===== src/rtl/hazard_ctrl_pkg.sv =====
`default_nettype none
// +----------------------------------------------------------------------+
// | Module      : hazard_ctrl_pkg                                        |
// | Description : Shared codes, slot types and match helpers for the     |
// |               pipeline hazard controller.                            |
// | Revision    : 1.0 - initial release                                  |
// +----------------------------------------------------------------------+
package hazard_ctrl_pkg;

  // Operand is not read by this instruction
  localparam logic [1:0] TUSE_NONE = 2'd3;

  // Operand select codes
  localparam logic [1:0] FWD_RF    = 2'b00;
  localparam logic [1:0] FWD_EXMEM = 2'b01;
  localparam logic [1:0] FWD_MEMWB = 2'b10;
  localparam logic [1:0] FWD_PC8   = 2'b11;

  // Multiply/divide operation classes
  localparam logic [1:0] MD_NONE = 2'b00;
  localparam logic [1:0] MD_MULT = 2'b01;
  localparam logic [1:0] MD_DIV  = 2'b10;
  localparam logic [1:0] MD_HILO = 2'b11;

  // Instruction shadow held while it sits in EX
  typedef struct packed {
    logic [4:0] dst;
    logic [1:0] tnew;
    logic [4:0] rs;
    logic [4:0] rt;
    logic       md;
    logic       is_div;
  } ex_slot_t;

  // Instruction shadow held while it sits in MEM
  typedef struct packed {
    logic [4:0] dst;
    logic [1:0] tnew;
  } mem_slot_t;

  // A source must wait when an in-flight producer of it finishes too late.
  // A destination of $0 can never match because src is non-zero here.
  function automatic logic src_hazard(
    input logic [4:0] src,
    input logic [1:0] tuse,
    input logic [4:0] ex_dst,
    input logic [1:0] ex_tnew,
    input logic [4:0] mem_dst,
    input logic [1:0] mem_tnew
  );
    logic hit;
    hit = 1'b0;
    if ((src != 5'd0) && (tuse != TUSE_NONE)) begin
      if ((ex_dst == src) && (ex_tnew > tuse)) hit = 1'b1;
      if ((mem_dst == src) && (mem_tnew > tuse)) hit = 1'b1;
    end
    return hit;
  endfunction

  // ID-stage select: youngest ready producer wins
  function automatic logic [1:0] fwd_id_sel(
    input logic [4:0] src,
    input logic [4:0] ex_dst,
    input logic [1:0] ex_tnew,
    input logic [4:0] mem_dst,
    input logic [1:0] mem_tnew,
    input logic [4:0] wb_dst
  );
    logic [1:0] sel;
    sel = FWD_RF;
    if (src != 5'd0) begin
      if ((ex_dst == src) && (ex_tnew == 2'd0))        sel = FWD_PC8;
      else if ((mem_dst == src) && (mem_tnew == 2'd0)) sel = FWD_EXMEM;
      else if (wb_dst == src)                          sel = FWD_MEMWB;
    end
    return sel;
  endfunction

  // EX-stage select: only MEM and WB are older than EX
  function automatic logic [1:0] fwd_ex_sel(
    input logic [4:0] src,
    input logic [4:0] mem_dst,
    input logic [1:0] mem_tnew,
    input logic [4:0] wb_dst
  );
    logic [1:0] sel;
    sel = FWD_RF;
    if (src != 5'd0) begin
      if ((mem_dst == src) && (mem_tnew == 2'd0)) sel = FWD_EXMEM;
      else if (wb_dst == src)                     sel = FWD_MEMWB;
    end
    return sel;
  endfunction

endpackage
`default_nettype wire


===== src/rtl/md_busy_counter.sv =====
`default_nettype none
// +----------------------------------------------------------------------+
// | Module      : md_busy_counter                                        |
// | Description : Busy countdown for the multi-cycle multiply/divide     |
// |               unit.                                                  |
// | Revision    : 1.0 - initial release                                  |
// +----------------------------------------------------------------------+
module md_busy_counter #(
  parameter int MULT_CYCLES = 5,
  parameter int DIV_CYCLES  = 10
) (
  input  logic clk,
  input  logic reset,
  input  logic load,
  input  logic is_div,
  output logic busy
);

  localparam int c_max_cycles = (MULT_CYCLES > DIV_CYCLES) ? MULT_CYCLES : DIV_CYCLES;
  localparam int c_cnt_w      = $clog2(c_max_cycles + 1);

  localparam logic [c_cnt_w-1:0] c_mult_load = c_cnt_w'(MULT_CYCLES);
  localparam logic [c_cnt_w-1:0] c_div_load  = c_cnt_w'(DIV_CYCLES);
  localparam logic [c_cnt_w-1:0] c_one       = c_cnt_w'(1);

  logic [c_cnt_w-1:0] r_count;

  // A new operation reloads over any countdown already in progress
  always_ff @(posedge clk or negedge reset) begin
    if (!reset) begin
      r_count <= '0;
    end else if (load) begin
      r_count <= is_div ? c_div_load : c_mult_load;
    end else if (r_count != '0) begin
      r_count <= r_count - c_one;
    end
  end

  assign busy = (r_count != '0);

endmodule
`default_nettype wire


===== src/rtl/hazard_ctrl.sv =====
`default_nettype none
// +----------------------------------------------------------------------+
// | Module      : hazard_ctrl                                            |
// | Description : Stall, forwarding and MDU sequencing control for the   |
// |               five-stage pipeline.                                   |
// | Revision    : 1.0 - initial release                                  |
// +----------------------------------------------------------------------+
module hazard_ctrl
  import hazard_ctrl_pkg::*;
#(
  parameter int MULT_CYCLES = 5,
  parameter int DIV_CYCLES  = 10
) (
  input  logic       clk,
  input  logic       reset,
  input  logic [4:0] id_rs,
  input  logic [4:0] id_rt,
  input  logic [1:0] id_tuse_rs,
  input  logic [1:0] id_tuse_rt,
  input  logic [4:0] id_dst,
  input  logic [1:0] id_tnew,
  input  logic [1:0] id_md_op,
  output logic       stall,
  output logic [1:0] fwd_id_rs,
  output logic [1:0] fwd_id_rt,
  output logic [1:0] fwd_ex_rs,
  output logic [1:0] fwd_ex_rt,
  output logic       md_start,
  output logic       md_busy
);

  ex_slot_t   r_ex;
  mem_slot_t  r_mem;
  logic [4:0] r_wb_dst;

  logic w_md_busy;
  logic w_data_stall;
  logic w_md_stall;

  // Shadow slots advance with the pipeline; a stall turns EX into a bubble
  always_ff @(posedge clk or negedge reset) begin
    if (!reset) begin
      r_ex     <= '0;
      r_mem    <= '0;
      r_wb_dst <= '0;
    end else begin
      r_mem.dst  <= r_ex.dst;
      r_mem.tnew <= (r_ex.tnew == 2'd0) ? 2'd0 : (r_ex.tnew - 2'd1);
      r_wb_dst   <= r_mem.dst;
      if (stall) begin
        r_ex <= '0;
      end else begin
        r_ex.dst    <= id_dst;
        r_ex.tnew   <= id_tnew;
        r_ex.rs     <= id_rs;
        r_ex.rt     <= id_rt;
        r_ex.md     <= (id_md_op == MD_MULT) || (id_md_op == MD_DIV);
        r_ex.is_div <= (id_md_op == MD_DIV);
      end
    end
  end

  md_busy_counter #(
    .MULT_CYCLES (MULT_CYCLES),
    .DIV_CYCLES  (DIV_CYCLES)
  ) u_md_busy_counter (
    .clk    (clk),
    .reset  (reset),
    .load   (r_ex.md),
    .is_div (r_ex.is_div),
    .busy   (w_md_busy)
  );

  // Stall terms: operand not ready in time, or MDU still occupied
  always_comb begin
    w_data_stall = src_hazard(id_rs, id_tuse_rs, r_ex.dst, r_ex.tnew, r_mem.dst, r_mem.tnew)
                 | src_hazard(id_rt, id_tuse_rt, r_ex.dst, r_ex.tnew, r_mem.dst, r_mem.tnew);
    w_md_stall   = (id_md_op != MD_NONE) && (r_ex.md || w_md_busy);
  end

  // Stall and operand selects are purely combinational from the slots
  always_comb begin
    stall     = w_data_stall | w_md_stall;
    fwd_id_rs = fwd_id_sel(id_rs, r_ex.dst, r_ex.tnew, r_mem.dst, r_mem.tnew, r_wb_dst);
    fwd_id_rt = fwd_id_sel(id_rt, r_ex.dst, r_ex.tnew, r_mem.dst, r_mem.tnew, r_wb_dst);
    fwd_ex_rs = fwd_ex_sel(r_ex.rs, r_mem.dst, r_mem.tnew, r_wb_dst);
    fwd_ex_rt = fwd_ex_sel(r_ex.rt, r_mem.dst, r_mem.tnew, r_wb_dst);
    md_start  = r_ex.md;
    md_busy   = w_md_busy;
  end

endmodule
`default_nettype wire


===== config.mk =====
export PLATFORM = sky130hd
export DESIGN_NAME = hazard_ctrl
export DESIGN_NICKNAME = d
export VERILOG_FILES = /design/src/rtl/hazard_ctrl_pkg.sv /design/src/rtl/md_busy_counter.sv /design/src/rtl/hazard_ctrl.sv
export SDC_FILE = /design/constraint.sdc
export NUM_CORES = 1
export LEC_CHECK = 0
export CAP_MARGIN = 30
export CELL_PAD_IN_SITES_DETAIL_PLACEMENT = 0
export CELL_PAD_IN_SITES_GLOBAL_PLACEMENT = 1
export CORE_MARGIN = 10
export CORE_UTILIZATION = 49
export DETAILED_ROUTE_END_ITERATION = 7
export DONT_BUFFER_PORTS = 1
export PLACE_DENSITY = 0.86
export SETUP_SLACK_MARGIN = 0.05
export SKIP_CTS_REPAIR_TIMING = 1
export SYNTH_ARGS = -nofsm -noshare
export SYNTH_HDL_FRONTEND = slang
export SYNTH_SLANG_ARGS = --single-unit

===== constraint.sdc =====
create_clock -name clk -period 2.4 [get_ports clk]
set_input_delay 0.24 -clock clk [delete_from_list [all_inputs] [get_ports clk]]
set_output_delay 0.24 -clock clk [all_outputs]
set_load 0.02 [all_outputs]

== Word-level counts from Yosys, hierarchy flattened ==
Index checks and enable logic that the tools add are counted.

* Logic and storage cells: 81
* Output and inout bits: 11
* Bits of input ports: 25
* Register bits: 35

* Reductions and logical operators: 24
* Add/sub/neg operators: 2
* Muxes and demuxes: 25
* Bitwise gates (word level): 2
* Equality and inequality tests: 14
* $lt $le $gt $ge: 4

{| class="wikitable"
|+ Operators with widths
! operator !! number
|-
| $eq A5 B5 Y1 || 10
|-
| $mux W2 || 15
|-
| $reduce_bool A5 Y1 || 4
|-
| $mux W19 || 1
|-
| $logic_and A1 B1 Y1 || 13
|-
| $mux W4 || 3
|-
| $gt A2 B2 Y1 || 4
|-
| $mux W1 || 6
|-
| $logic_not A2 Y1 || 2
|-
| $ne A2 B2 Y1 const B || 2
|-
| $reduce_bool A2 Y1 || 2
|-
| $reduce_bool A4 Y1 || 1
|-
| $sub A4 B1 Y4 const B || 1
|-
| $eq A2 B1 Y1 const B || 1
|-
| $eq A2 B2 Y1 const B || 1
|-
| $logic_or A1 B1 Y1 || 2
|-
| $or A1 B1 Y1 || 2
|-
| $sub A2 B1 Y2 const B || 1
|}

== Depth between registers and ports, before layout ==
Gate-level depths: netlist of run 1.

* Word-level depth: 8
* Mapped depth: 10
* Gate-level depth less buffers: 7

== Cells and area by module ==
A second synthesis of run 1 with hierarchy kept.

* Cells, all modules: 236
* Area total of the unflattened synthesis: 2283.4 µm²

{| class="wikitable"
|+ By module, submodules not included
! module !! seq. area each (µm²) !! times used !! cells each !! area an instance (µm²)
|-
| hazard_ctrl || 775.7 || 1 || 215 || 2047.0
|-
| md_busy_counter || 100.1 || 1 || 21 || 236.5
|}

== Worst setup path after synthesis of run 1 ==
OpenSTA, ideal clock, no wires.

* Kind: flip-flop to output port
* From: register u_md_busy_counter.r_count[0]
* To: output stall
* Path buffers: 1
* Arrival time: 1.744 ns
* Stages on the path, launching flop included: 9
* Slack: 0.416 ns
* Data required time: 2.160 ns
* Cells stage by stage: dfrtp_1 > inv_1 > ha_1 > and2_1 > clkbuf_1 > inv_1 > nor2_1 > o2bb2ai_1 > or4_1

* Longest elaborated chain between the ends: 4

{| class="wikitable"
|+ Ends and longest elaborated chain
! item !! RTL line !! source
|-
| from (decl) || md_busy_counter.sv:26 || <nowiki>logic [c_cnt_w-1:0] r_count;</nowiki>
|-
| from (signal assigned) || md_busy_counter.sv:33 || <nowiki>r_count <= is_div ? c_div_load : c_mult_load;</nowiki>
|-
| from (signal assigned) || md_busy_counter.sv:35 || <nowiki>r_count <= r_count - c_one;</nowiki>
|-
| $reduce_bool A4 Y1 || md_busy_counter.sv:39 || <nowiki>assign busy = (r_count != '0);</nowiki>
|-
| via md_busy || hazard_ctrl.sv:29 || <nowiki>output logic md_busy</nowiki>
|-
| $logic_or A1 B1 Y1 || hazard_ctrl.sv:78 || <nowiki>w_md_stall = (id_md_op != MD_NONE) && (r_ex.md || w_md_busy);</nowiki>
|-
| $logic_and A1 B1 Y1 || hazard_ctrl.sv:78 ||
|-
| $or A1 B1 Y1 || hazard_ctrl.sv:83 || <nowiki>stall = w_data_stall | w_md_stall;</nowiki>
|-
| to (decl) || hazard_ctrl.sv:23 || <nowiki>output logic stall,</nowiki>
|}

The timed path passes the listed nets, and every way through them passes these cells.

== Final worst setup path of run 1 ==
* From: register r_mem[6] (netlist name)
* To: output stall

* Longest elaborated chain between the ends: 6
* Elaborated cells on any way between the ends: 10
* Those cells by class: 2 x eq/ne; 4 x mux; 2 x bitwise; 2 x reduce/logical

{| class="wikitable"
|+ Ends and longest elaborated chain
! item !! RTL line !! source
|-
| from (decl) || hazard_ctrl.sv:33 || <nowiki>mem_slot_t r_mem;</nowiki>
|-
| $eq A5 B5 Y1 || hazard_ctrl_pkg.sv:55 || <nowiki>if ((mem_dst == src) && (mem_tnew > tuse)) hit = 1'b1;</nowiki>
|-
| $logic_and A1 B1 Y1 || hazard_ctrl_pkg.sv:55 ||
|-
| $mux W1 || hazard_ctrl_pkg.sv:55 ||
|-
| $mux W1 || hazard_ctrl_pkg.sv:53 || <nowiki>if ((src != 5'd0) && (tuse != TUSE_NONE)) begin</nowiki>
|-
| $or A1 B1 Y1 (*) || hazard_ctrl.sv:77 || <nowiki>| src_hazard(id_rt, id_tuse_rt, r_ex.dst, r_ex.tnew, r_mem.dst, r_mem.tnew);</nowiki>
|-
| $or A1 B1 Y1 (*) || hazard_ctrl.sv:83 ||
|}

Mark *: on every way between the ends. The rest lies on a longest branch, timed or not.

==> summary.md, run 1 <==
| Metric | Value |
|---|---|
| Status | finished clean |
| R2R setup slack | 370 ps |
| Distinct cell type count after synthesis | 35 |
| Root Buffer | clkbuf_8 |
| Worst-Skew Late Latency | 290 ps |
| Min-Delay Endpoint | r_ex[18] |
| CP startpoint kind | flop |
| Num Clock Sinks | 35 |
| H-tree lvl count | 2 |
| Largest net degree at the start of global routing | 36 |
| Stages on the worst setup path | 5 |
| Reg2Reg Depth | 6 |
| GR met2 Demand/Resource | 0.2573 |
| Mapped Nets | 277 |
| Gr ovfl total | 0 |
| Final hold violation count | 0 |
| Initial DRC Count | 62 |
| Most frequent cells in the layout | dfrtp_1 (35), xor2_1 (29), xnor2_1 (21) |
| GR Util met3 | 0.04011 |
| Routability cong. | 0.8696 |
| Layout cells sized above 1 | 0.1557 |
| Clock power share | 0.259 |
| CP delay by family, top | simple AND/OR/NAND/NOR gates |
| Top post-synthesis cells by area | dfrtp_1 (38%), xor2_1 (11%), xnor2_1 (7.9%) |
| Synth top area share | 0.3763 |
| Ratio of routed vias to standard cells | 5.829 |
| Switching Share | 0.3454 |
| CP Class | flop to output pin |
| DP HPWL | 4119 um |
| NetSw | 718.7 uW |
| Hold Startpoint | id_dst[4] |
| Final Critical Period | 2235 ps |
| Die W | 88.92 um |
| Row Count | 25 |
| Leakage power | 1.128 nW |
| Num CTS Buffers | 5 |
| Post-DRT Antenna Nets | 0 |
| Smallest hold slack | 81.52 ps |
| Hold depth | 2 |
| Initial Util | 0.4993 |
| Seq/Total Area, Yosys | 0.3763 |
| IO Port Bufs | 0 |
| Synthesis-to-finish area growth | 9.678% |
| Seq pwr share | 0.404 |
| Post-route DRC | 0 |
| Setup TNS | 0 ps |
| Die area | 0.007906 mm2 |
| First-pass GRT wire length | 9080 um |
| Reg-to-reg critical path endpoint | r_ex[5] |
| Max Cap Viol | 0 |
| Cells along the critical path | xor2_1 > nor3_1 > nand2_1 > a2111oi_4 > or4_4 |
| Routed WL | 5427 um |
| Post-layout util | 0.5477 |
| PwrDens | 815.1 mW/mm2 |
| Register bit total from synthesis | 35 |
| Gate power share | 0.337 |
| Worst-path maximum fanout | 5 |
| CP max stage cell | dfrtp_1 |
| Slowest stage delay, CP | 470 ps |
| Synth warnings | 0 |
| Synth area leader | dfrtp_1 |
| Int Power | 1.362 mW |
| Pre-antenna DRT Iters | 4 |
| Via count | 1737 |
| Sum of buffers and inverters on the critical path | 0 |
| Max-slew headroom | 0.6906 |
| Number of global-route vias before repair | 1775 |
| RSZ-0062 raised after global routing | no |
| WP data required | 2160 ps |
| Initial antenna violation count | 0 |
| Met1 usage | 0.1715 |
| Final setup viols | 0 |
| Antenna Cells | 0 |
| Peak supply drop | 0.3813 mV |
| Most common cell after layout, fill and taps aside | dfrtp_1 |
| CTS tree | done |
| Top Usage Layer GRT | met2 |
| Avg WL per Cell | 18.21 um |
| Tcrit/Tclk final | 0.9311 |
| Max clock buf depth | 2 |
| Mean Syn Cell Area | 9.697 um2 |
| Mapped cell area | 0.002327 mm2 |
| WP data arrival | 1990 ps |
| Layout Nets | 280 |
| Fin. max-slew vios | 0 |
| GRT Total Usage | 0.1501 |
| I/O pins | 36 |
| Clk_skew | 6.698 ps |
| Min-Delay Path Class | primary input to flop |
| Post-Syn Instances | 240 |
| Actual slew at the worst max-slew pin | 465.6 ps |
| Core region area | 0.004661 mm2 |
| Die Y | 88.92 um |
| Reg2reg start | r_mem[6] |
| Peak Freq | 0.4475 GHz |
| Clock transition at the registers of the reported paths | 70 ps |
| CP endpoint kind | output pin |
==> power by group through the flow <==
| stage | registers, mW | clock network, mW | logic, mW |
|---|---|---|---|
| 2_1_floorplan | 0.803 | 0 | 0.585 |
| 3_3_place_gp | 0.849 | 0 | 0.663 |
| 3_5_place_dp | 0.854 | 0 | 0.676 |
| 4_1_cts | 0.842 | 0.554 | 0.683 |
| 5_1_grt | 0.857 | 0.585 | 0.784 |
| 6_report | 0.840 | 0.540 | 0.701 |
==> state kept, by name, summed over array words and instances (netlist names) <==
register / cells
r_mem: 7
md_start: 1
r_ex: 18
u_md_busy_counter.r_count: 4
r_wb_dst: 5
==> cells in the mapped netlist (all sizes together) <==
cell	instances
dfrtp	35
xor2	29
o21ai	23
nor4	21
xnor2	21
inv	13
ha	12
nor2	11
buf	10
nand2	10
a21oi	8
nor3	7
clkbuf	6
nand4	5
or4	5
nand3	4
o21a	4
a211oi	3
a2111oi	2
and2	2
and3	2
a211o	1
a21o	1
nand2b	1
nor2b	1
o2bb2ai	1
o31ai	1
or3	1
==> cell type report <==
cell class / count / area [um2]
clock buffers: 6 / 82.58
multi-input cells: 176 / 1338
well taps: 54 / 67.56
inverters: 13 / 48.80
clock inverters: 2 / 35.03
repair buffers: 12 / 105.1
flip-flops and latches: 35 / 875.8
fillers: 391 / 2108
==> cells by family after synthesis <==
family | Yosys count | share of synthesized area
simple gates | 70 | 0.1925
buf+inv | 29 | 0.06344
compound gates | 44 | 0.1151
flops | 35 | 0.3763
xor+xnor | 50 | 0.1882
fa+ha+maj | 12 | 0.06451
==> layer usage <==
| layer | up-vias | part of all wire |
|---|---|---|
| li1 | 841 | - |
| met1 | 830 | 0.40 |
| met2 | 57 | 0.50 |
| met3 | 9 | 0.080 |
| met4 | 0 | 0.018 |
| met5 | - | 0 |
==> worst max-delay path by stage <==
| stage | slack [ps] | startpoint | end |
|---|---|---|---|
| global route | 70 | u_md_busy_counter.r_count[0] | stall |
| detailed placement | 320 | u_md_busy_counter.r_count[0] | stall |
| floorplan | 420 | u_md_busy_counter.r_count[0] | stall |
| CTS | -9 | u_md_busy_counter.r_count[0] | stall |
| finish | 170 | r_mem[6] | stall |
| global placement | 330 | u_md_busy_counter.r_count[0] | stall |
==> through the flow <==
| step | area (um2) | cells | power [mW] | worst slack, ps |
|---|---|---|---|---|
| final | 2552 | 298 | 2.081 | 165.3 |
| after global routing | 2552 | 298 | 2.226 | 65.23 |
| after CTS | 2505 | 296 | 2.080 | -8.795 |
| after detailed placement | 2387 | 288 | 1.530 | 323.9 |
| after global placement | 2387 | 288 | 1.512 | 328.9 |
| after floorplan | 2327 | 240 | 1.388 | 415.6 |
Power figures use the tool's default switching activity.
==> run 2: changes to the inputs <==
- CTS_CLUSTER_SIZE: not set -> 14
- PLACE_DENSITY: 0.86 -> not set
- PLACE_DENSITY_LB_ADDON: not set -> 0.1
- RECOVER_POWER: not set -> 50
==> summary.md, run 2 (synthesis gave the netlist of run 1 again) <==
| Metric | Value |
|---|---|
| DP HPWL | 4243 um |
| I/O pins | 36 |
| WP data required | 2160 ps |
| CP endpoint kind | output pin |
| Clock transition at the registers of the reported paths | 70 ps |
| Fin. max-slew vios | 36 |
| Num Clock Sinks | 35 |
| Final setup viols | 0 |
| Row Count | 25 |
| Num CTS Buffers | 5 |
| Fin worst setup slack | 172.7 ps |
| Worst-path maximum fanout | 5 |
| Worst-Skew Late Latency | 280 ps |
| Slowest stage delay, CP | 480 ps |
| RSZ-0062 raised after global routing | no |
| Initial antenna violation count | 0 |
| CP max stage cell | dfrtp_1 |
| Initial DRC Count | 49 |
| Die area | 0.007906 mm2 |
| Layout cells sized above 1 | 0.1369 |
| Max Cap Viol | 1 |
| Via count | 1710 |
| Die Y | 88.92 um |
| GRT Total Usage | 0.1509 |
| Max reg flops | 18 |
| Tcrit/Tclk final | 0.9281 |
| Number of global-route vias before repair | 1765 |
| Hold depth | 2 |
| Core region area | 0.004661 mm2 |
| Routability cong. | 0.9021 |
| Pre-antenna DRT Iters | 4 |
| Most common cell after layout, fill and taps aside | dfrtp_1 |
| Seq pwr share | 0.436 |
| Actual slew at the worst max-slew pin | 1515 ps |
| Setup TNS | 0 ps |
| Post-route DRC | 0 |
| CP Class | flop to output pin |
| Max clock buf depth | 2 |
| H-tree lvl count | 2 |
| Cells along the critical path | xor2_1 > nor3_1 > nand2_1 > a2111oi_2 > or4_4 |
| Int Power | 1.222 mW |
| R2R setup slack | 350 ps |
| Violated checks | max-capacitance violations, max-slew violations |
| Sum of buffers and inverters on the critical path | 0 |
| Gate power share | 0.356 |
| PwrDens | 782.7 mW/mm2 |
| Antenna Cells | 0 |
| Hold Startpoint | id_rs[0] |
| Reg2Reg Depth | 6 |
| Placed Area | 0.002365 mm2 |
| Die W | 88.92 um |
| Status | finished with violations |
| Avg WL per Cell | 18.97 um |
| Largest reg by FF count | r_ex |
| First-pass GRT wire length | 9121 um |
| Gr ovfl total | 0 |
| Min-Delay Path Class | primary input to flop |
| NetSw | 715.8 uW |
| Largest net degree at the start of global routing | 36 |
| Smallest hold slack | 82.96 ps |
| Routed WL | 5597 um |
| Clock power share | 0.208 |
| Biggest regs | r_ex: 18 flops, r_mem: 7 flops, r_wb_dst: 5 flops |
| Initial Util | 0.4993 |
| Final hold violation count | 0 |
| Min-Delay Endpoint | r_ex[7] |
| Final Cell Area | 0.002476 mm2 |
| Reg2reg start | r_mem[3] |
| Reg-to-reg critical path endpoint | r_ex[4] |
| Max-slew headroom | -0.009919 |
| Switching Share | 0.3694 |
| Peak supply drop | 0.3696 mV |
| CP delay by family, top | simple AND/OR/NAND/NOR gates |
| DP Worst Slack | 283.0 ps |
| Peak Freq | 0.4490 GHz |
| Leakage power | 1.096 nW |
| IO Port Bufs | 0 |
| Clk_skew | 3.289 ps |
| Ratio of routed vias to standard cells | 5.797 |
| Post-DRT Antenna Nets | 0 |
| Root Buffer | clkbuf_8 |
| Most frequent cells in the layout | dfrtp_1 (35), xor2_1 (29), xnor2_1 (21) |
| CTS tree | done |
| CP startpoint kind | flop |
| Synthesis-to-finish area growth | 6.398% |
| WP data arrival | 1990 ps |
| Layout Nets | 277 |
| Final Critical Period | 2227 ps |
==> run 2: cell types whose count changed in the layout (fill, tap and decap cells not counted), sizes merged <==
cell	previous run	this run
bufinv	1	0
buf	11	7
clkbuf	6	7
dlymetal6s4s	0	1
==> run 2: routing by layer <==
| metal | share of wire | vias up | GRT usage |
|---|---|---|---|
| met1 | 0.44 | 840 | 0.1782 |
| met2 | 0.50 | 28 | 0.2593 |
| met4 | 0.0068 | 0 | 0.03524 |
| li1 | - | 838 | - |
| met5 | 0 | - | 0 |
| met3 | 0.059 | 4 | 0.04831 |
==> run 2: area by class of cell <==
cell class | count | area, um2
Sequential cell | 35 | 875.8
Inverter | 13 | 48.80
Clock buffer | 7 | 76.32
Timing Repair Buffer | 9 | 75.07
Tap cell | 54 | 67.56
Multi-Input combinational cell | 176 | 1328
Fill cell | 435 | 2185
Clock inverter | 1 | 5.005
==> run 2: power groups by stage <==
stage,combinational [mW],sequential (mW),clock [mW]
6_report,0.691,0.845,0.402
5_1_grt,0.772,0.866,0.437
4_1_cts,0.680,0.846,0.416
3_5_place_dp,0.675,0.857,0
3_3_place_gp,0.651,0.853,0
2_1_floorplan,0.585,0.803,0
==> run 2: worst max path at each step <==
stage | slack [ps] | start | depth (start not counted) | endpoint
floorplan | 420 | u_md_busy_counter.r_count[0] | 8 | stall
global placement | 360 | id_rs[3] | 5 | stall
detailed placement | 280 | u_md_busy_counter.r_count[0] | 7 | stall
CTS | -40 | u_md_busy_counter.r_count[0] | 7 | stall
global route | 50 | r_mem[3] | 5 | stall
finish | 170 | r_mem[3] | 5 | stall
==> run 2: metrics by stage <==
stage                       util  std cells  total power, mW
after global placement    0.5074        285            1.504
after floorplan                -        240            1.388
after global routing      0.5313        295            2.076
after detailed placement  0.5074        285            1.533
final                     0.5313        295            1.938
after CTS                 0.5248        293            1.942
